===== config.mk =====
export PLATFORM = sky130hd
export DESIGN_NAME = even_seq_ctrl
export DESIGN_NICKNAME = d
export VERILOG_FILES = /design/src/rtl/even_seq_pkg.sv /design/src/rtl/even_step.sv /design/src/rtl/even_seq_ctrl.sv
export SDC_FILE = /design/constraint.sdc
export NUM_CORES = 1
export LEC_CHECK = 0
export ABC_AREA = 1
export CORE_UTILIZATION = 40
export DETAILED_ROUTE_END_ITERATION = 10
export GPL_ROUTABILITY_DRIVEN = 1
export PLACE_DENSITY = 0.69
export SETUP_SLACK_MARGIN = 0.3
export SLEW_MARGIN = 20
export SYNTH_ARGS = -nofsm -noshare
export SYNTH_HDL_FRONTEND = slang
export SYNTH_SLANG_ARGS = --single-unit

===== constraint.sdc =====
create_clock -name clk -period 2.1 [get_ports clk]
set_input_delay 0.525 -clock clk [delete_from_list [all_inputs] [get_ports clk]]
set_output_delay 0.525 -clock clk [all_outputs]
set_load 0.02 [all_outputs]

===== src/rtl/even_seq_pkg.sv =====
`default_nettype none
// +----------------------------------------------------------------------+
// | even_seq_pkg : shared state encoding and constants for even_seq_ctrl |
// | Revision 1.0 : initial release                                       |
// +----------------------------------------------------------------------+
package even_seq_pkg;

   localparam logic [1:0] IDLE = 2'd0;
   localparam logic [1:0] RUN  = 2'd1;
   localparam logic [1:0] FIN  = 2'd2;

   localparam logic DIR_UP = 1'b0;
   localparam logic DIR_DN = 1'b1;
   localparam int   STEP   = 2;

endpackage
`default_nettype wire


===== src/rtl/even_step.sv =====
`default_nettype none
// +----------------------------------------------------------------------+
// | even_step : next even value and bound detection for one step         |
// | Revision 1.0 : initial release                                       |
// +----------------------------------------------------------------------+
module even_step
   import even_seq_pkg::*;
#(
   parameter int WIDTH = 4
) (
   input  logic [WIDTH-1:0] value,
   input  logic [WIDTH-1:0] lo,
   input  logic [WIDTH-1:0] hi,
   input  logic             dir,
   output logic [WIDTH-1:0] nxt,
   output logic             at_bound
);

   localparam logic [WIDTH-1:0] C_STEP = WIDTH'(STEP);

   // Bound is checked before stepping so the modular wrap of value+/-2 is never selected.
   always_comb begin
      at_bound = (dir == DIR_DN) ? (value == lo) : (value == hi);
      if (at_bound)
         nxt = (dir == DIR_DN) ? hi : lo;
      else
         nxt = (dir == DIR_DN) ? (value - C_STEP) : (value + C_STEP);
   end

endmodule
`default_nettype wire


===== src/rtl/even_seq_ctrl.sv =====
`default_nettype none
// +----------------------------------------------------------------------+
// | even_seq_ctrl : sequenced, back-pressurable even-number stream       |
// | Revision 1.0 : initial release                                       |
// +----------------------------------------------------------------------+
module even_seq_ctrl
   import even_seq_pkg::*;
#(
   parameter int WIDTH = 4,
   parameter int CNT_W = 8
) (
   input  logic             clk,
   input  logic             rst,
   input  logic             start,
   input  logic             halt,
   input  logic [WIDTH-1:0] cfg_lo,
   input  logic [WIDTH-1:0] cfg_hi,
   input  logic             cfg_dir,
   input  logic             cfg_wrap,
   output logic [WIDTH-1:0] out_value,
   output logic             out_valid,
   input  logic             out_ready,
   output logic             busy,
   output logic             done,
   output logic             err,
   output logic [CNT_W-1:0] xfer_cnt
);

   localparam logic [WIDTH-1:0] C_EVEN_MASK = ~WIDTH'(1);

   logic [1:0]       r_state;
   logic [WIDTH-1:0] r_lo;
   logic [WIDTH-1:0] r_hi;
   logic             r_dir;
   logic             r_wrap;
   logic [WIDTH-1:0] r_value;
   logic             r_valid;
   logic             r_busy;
   logic             r_done;
   logic             r_err;
   logic [CNT_W-1:0] r_cnt;

   logic [WIDTH-1:0] w_mlo;
   logic [WIDTH-1:0] w_mhi;
   logic [WIDTH-1:0] w_nxt;
   logic             w_at_bound;
   logic             w_xfer;

   assign w_mlo  = cfg_lo & C_EVEN_MASK;
   assign w_mhi  = cfg_hi & C_EVEN_MASK;
   assign w_xfer = r_valid & out_ready;

   even_step #(.WIDTH(WIDTH)) u_step (
      .value    (r_value),
      .lo       (r_lo),
      .hi       (r_hi),
      .dir      (r_dir),
      .nxt      (w_nxt),
      .at_bound (w_at_bound)
   );

   always_ff @(posedge clk) begin
      if (rst) begin
         r_state <= IDLE;
         r_lo    <= '0;
         r_hi    <= '0;
         r_dir   <= 1'b0;
         r_wrap  <= 1'b0;
         r_value <= '0;
         r_valid <= 1'b0;
         r_busy  <= 1'b0;
         r_done  <= 1'b0;
         r_err   <= 1'b0;
         r_cnt   <= '0;
      end else begin
         r_done <= 1'b0;
         r_err  <= 1'b0;
         case (r_state)
            IDLE: begin
               if (start && !halt) begin
                  if (w_mlo > w_mhi) begin
                     r_err <= 1'b1;
                  end else begin
                     r_lo    <= w_mlo;
                     r_hi    <= w_mhi;
                     r_dir   <= cfg_dir;
                     r_wrap  <= cfg_wrap;
                     r_value <= (cfg_dir == DIR_UP) ? w_mlo : w_mhi;
                     r_valid <= 1'b1;
                     r_busy  <= 1'b1;
                     r_cnt   <= '0;
                     r_state <= RUN;
                  end
               end
            end
            RUN: begin
               // A transfer coinciding with halt is still counted.
               if (w_xfer && !(&r_cnt))
                  r_cnt <= r_cnt + 1'b1;
               if (halt) begin
                  r_valid <= 1'b0;
                  r_busy  <= 1'b0;
                  r_state <= IDLE;
               end else if (w_xfer) begin
                  if (w_at_bound && !r_wrap) begin
                     r_valid <= 1'b0;
                     r_busy  <= 1'b0;
                     r_done  <= 1'b1;
                     r_state <= FIN;
                  end else begin
                     r_value <= w_nxt;
                  end
               end
            end
            FIN: begin
               r_state <= IDLE;
            end
            default: begin
               r_valid <= 1'b0;
               r_busy  <= 1'b0;
               r_state <= IDLE;
            end
         endcase
      end
   end

   assign out_value = r_value;
   assign out_valid = r_valid;
   assign busy      = r_busy;
   assign done      = r_done;
   assign err       = r_err;
   assign xfer_cnt  = r_cnt;

endmodule
`default_nettype wire


==> results.md <==
STA:
- Setup repair after global routing left no endpoint under its margin.
- The number of setup violations in the final report is 0.
- After routing, the total negative slack on setup checks comes to 0 ns.
- The setup skew after layout is 0.00764 ns.
- Of the available clock period, the critical path in the final layout requires 81.9%.
- The clock period could shrink to 1.72 ns.
- The final hold violation count was 0.
- The number of pins exceeding their max-slew limit in the final report was 0.
- Timing would allow up to 581 MHz.

Final layout:
- The total number of nets in the final design is 269.
- The number of antenna diodes is 0.
- Fill cells in the final layout number 355.
- The fraction of final layout cells sized beyond drive strength 1 is 22.6%.
- Compared with the post-synthesis result, the final layout area differs by 39.9%.
- The number of standard cells in the final layout excluding fillers is 294.

Logic synthesis:
- Sorting the synthesized cells by area gives the leading types as sky130_fd_sc_hd__dfxtp_1 34%, sky130_fd_sc_hd__nand2_1 13%, sky130_fd_sc_hd__a21oi_1 6.4%.
- The average instance in the mapped netlist occupies 6.85 µm².
- The number of warning messages in the yosys log is 0.
- Synthesis produced a netlist with a net count of 225.
- The cell type with the largest total area after synthesis is sky130_fd_sc_hd__dfxtp_1.
- The number of enable-type register cells in the synthesized netlist is 0.
- The synthesized design contains 24 register bits.
- The library cell with the highest instance count after synthesis is sky130_fd_sc_hd__nand2_1.
- Counting instances in the post-synthesis netlist gives the leading cell types as 47 x sky130_fd_sc_hd__nand2_1, 24 x sky130_fd_sc_hd__dfxtp_1, 23 x sky130_fd_sc_hd__inv_1, 18 x sky130_fd_sc_hd__a21oi_1, 18 x sky130_fd_sc_hd__o21ai_0.
- The area fraction of the dominant cell type after synthesis is 34.2%.
- The async set-or-reset flop fraction in the synthesized netlist is 0%.
- The sequential element share of the synthesized area is 34.2%.
- The number of distinct library cells after synthesis is 30.
- The main flop type after synthesis is sky130_fd_sc_hd__dfxtp_1.
- In this run the cell area of the synthesized design comes to 1410 µm².
- The gate count of the mapped netlist is 205.

Setup path:
- Of all nets on the critical path, the largest fanout is 9.
- The type of the setup path with the least slack is input pin to flip-flop.
- For this design, the slowest cell found on the critical path is sky130_fd_sc_hd__ha_4.
- The maximum single-stage delay on the critical path is 0.27 ns.
- STA puts the critical path data required time at 2.37 ns.
- STA classifies the critical path endpoint as a flip-flop.
- The critical path launch point type is an input pin.
- Walking the worst path, the cells encountered are clkdlybuf4s15_1 > inv_2 > ha_4 > buf_4 > nand3_2 > nand2_2 > nand3_4 > buf_4 > buf_6 > buf_16 > a21oi_1.
- The data arrival time at the worst-slack endpoint is 1.99 ns.
- The cell repeated most along the worst path is sky130_fd_sc_hd__buf_4.

Die:
- The chip height is 61.3 µm.
- From left edge to right edge, the die measures 61.3 µm.
- The die covers 3750 µm².
- The number of placement rows is 21.
- For this configuration, the core starts out at a cell density of 41.8%.
- The number of top-level design ports is 31.
- The core region is 3360 µm².

Power and ir drop:
- The combinational cell fraction of total power is 25.6%.
- The analysis attributes to net switching a power of 0.331 mW.
- The leakage power total is 0.922 nW.
- The internal portion of the total power is 0.798 mW.
- The proportion of total power due to net switching is 29.3%.
- The part of the power in registers is 43.5%.
- The clock network burns 31.0% of the power.
- The total power density per cell area is 574 nW/µm².
- Across the VDD grid, the largest voltage drop is 0.000292 V.

Drt:
- The uppermost layer routed is met4.
- The number of DRC violations after detailed routing is 0.
- In the routed layout, each cell is associated on average with a via count of 4.77.
- After detailed routing, the average wire length per cell comes to 10.9 µm.
- In this run, the number of DRC markers left after iteration 0 of detailed routing was 67.
- The total via count after detailed routing is 1401.
- The total wirelength of the detailed-routed design is 3.19 mm.
- The met3 wire length is 94 µm.
- The first-pass iteration count of the detailed router is 4.
- The routed design uses 1.48 mm of met2 wire.
- The routed metal-1 wirelength is 1.57 mm.
- The number of nets still failing antenna checks after routing is 0.

Clocking:
- After clock tree synthesis, the flow added hold-fix buffers numbering 0.
- Clock tree synthesis found a total of 24 sinks.
- The CTS tree is done.
- The buffer depth of the longest clock path is 2.
- TritonCTS created 3 clock buffers.
- The clock latency at the later pin of the worst-skew pair is 0.33 ns.
- After clock tree synthesis, the clock-pin slew on the worst setup and hold paths is 0.14 ns.
- The number of H-tree levels is 1.
- The clock tree root buffer cell is sky130_fd_sc_hd__clkbuf_4.

Run status:
- The flow ran to the end, and the final reports show no timing, DRC or antenna violations.

Global route:
- Entering global routing, the biggest net connects 15 pins.
- The number of antenna violations at the first check in global routing is 0.
- The via count of the first global-routing pass is 1193.
- The first-pass GRT wire length is 5.18 mm.
- The total global-route track usage is 18.5%.
- Global routing finished with a remaining overflow of 0.

Placement:
- In this run, placement finished with an instance count of 282.
- The count of buffers added on input and output ports is 27.
- At the end of routability-driven placement, the weighted congestion stood at 0.847.
- After legalization and detailed placement, the total HPWL measured 2.22 mm.

Job:
- The number of max-cap violations is 0.

Hold path:
- The min-delay analysis places its worst path in the category flip-flop to flip-flop.
==> repair_timing <==
action | 4_1_cts | 5_1_grt
gates cloned | 1 | 0
setup endpoints to repair | 34 | 9
pin swaps | 5 | 5
buffers inserted | 2 | 5
resized for setup | 29 | 20
==> power by group through the flow <==
stage	Sequential, mW	Clock, mW	Combinational, mW
final	0.491	0.350	0.289
after global routing	0.495	0.364	0.322
after CTS	0.491	0.348	0.267
after detailed placement	0.500	0	0.250
after global placement	0.500	0	0.247
after floorplan	0.507	0	0.157
==> flip-flops by register name (all words and copies together), names as in the netlist <==
name	flops
busy	1
done	1
err	1
out_value	3
r_dir	1
r_hi	3
r_lo	3
r_state	2
r_wrap	1
xfer_cnt	8
==> critical path: cells and delay by family <==
family	cells	cell delay, ns
compound gates	1	0.15
buf+inv	6	0.77
fa+ha+maj	1	0.27
simple gates	3	0.27
==> path summary, 6_finish.rpt <==
path	startpoint	slack, ns	depth (start not counted)	end
min	r_hi[3]$_SDFFE_PP0P_	0.48	2	r_hi[3]$_SDFFE_PP0P_
max	cfg_hi[3]	0.38	11	r_hi[2]$_SDFFE_PP0P_
min reg2reg	r_hi[3]$_SDFFE_PP0P_	0.48	2	r_hi[3]$_SDFFE_PP0P_
max reg2reg	xfer_cnt[1]$_SDFFE_PP0P_	0.47	12	xfer_cnt[4]$_SDFFE_PP0P_
==> routing by layer <==
metal | vias up | global-route usage, %
li1 | 740 | -
met1 | 627 | 25.1
met2 | 26 | 30.7
met3 | 8 | 2.52
met4 | 0 | 4.87
met5 | - | 0
==> logic make-up (layout without fill, tap and decap cells) <==
group,Yosys count,in the layout,synth area share (%)
and+or+nand+nor,95,95,31.8
AOI/OAI and AO/OA,41,41,15.2
buffers and inverters,34,77,10.4
DFF,24,24,34.2
adders and majority gates,5,5,4.99
xor gates and xnor gates,5,5,3.12
other,1,1,0.267
==> metrics by stage <==
stage / total power, mW / util, % / cell area [µm²] / setup slack (ns) / hold slack [ns]
after global routing: 1.18 / 58.4 / 1970 / 0.282 / 0.507
after floorplan: 0.664 / - / 1430 / 0.335 / 0.434
after CTS: 1.11 / 56.4 / 1900 / 0.302 / 0.478
after global placement: 0.747 / 53.1 / 1790 / -0.241 / 0.450
after detailed placement: 0.750 / 53.1 / 1790 / -0.266 / 0.458
final: 1.13 / 58.4 / 1970 / 0.380 / 0.478
==> final cells by class <==
cell class	count	area (µm²)	area share [%]
multi-input cells	147	848	43.2
flip-flops and latches	24	482	24.5
repair buffers	45	420	21.4
inverters	28	105	5.35
well taps	46	57.6	2.93
clock inverters	1	30.0	1.53
clock buffers	3	22.5	1.15
==> cell usage in the layout, fill, tap and decap left out, types with 2 or more instances in the layout <==
cell type,instances
sky130_fd_sc_hd__nand2_1,45
sky130_fd_sc_hd__dfxtp_1,23
sky130_fd_sc_hd__inv_1,21
sky130_fd_sc_hd__a21oi_1,15
sky130_fd_sc_hd__dlygate4sd2_1,15
sky130_fd_sc_hd__buf_4,15
sky130_fd_sc_hd__nor2_1,14
sky130_fd_sc_hd__o21ai_0,11
sky130_fd_sc_hd__nand3_1,10
sky130_fd_sc_hd__nand2_2,8
sky130_fd_sc_hd__o21ai_1,7
sky130_fd_sc_hd__inv_2,6
sky130_fd_sc_hd__clkdlybuf4s50_1,6
sky130_fd_sc_hd__xor2_1,4
sky130_fd_sc_hd__a21oi_2,3
sky130_fd_sc_hd__nand3_2,3
sky130_fd_sc_hd__nor2_2,3
sky130_fd_sc_hd__nor3_1,3
sky130_fd_sc_hd__clkbuf_4,3
sky130_fd_sc_hd__dlymetal6s2s_1,3
sky130_fd_sc_hd__nor2_4,2
sky130_fd_sc_hd__nand2_4,2
sky130_fd_sc_hd__o211ai_1,2
sky130_fd_sc_hd__nand4_1,2
sky130_fd_sc_hd__ha_1,2
sky130_fd_sc_hd__ha_4,2
sky130_fd_sc_hd__clkdlybuf4s15_1,2
(Power assumes the default switching activity.)
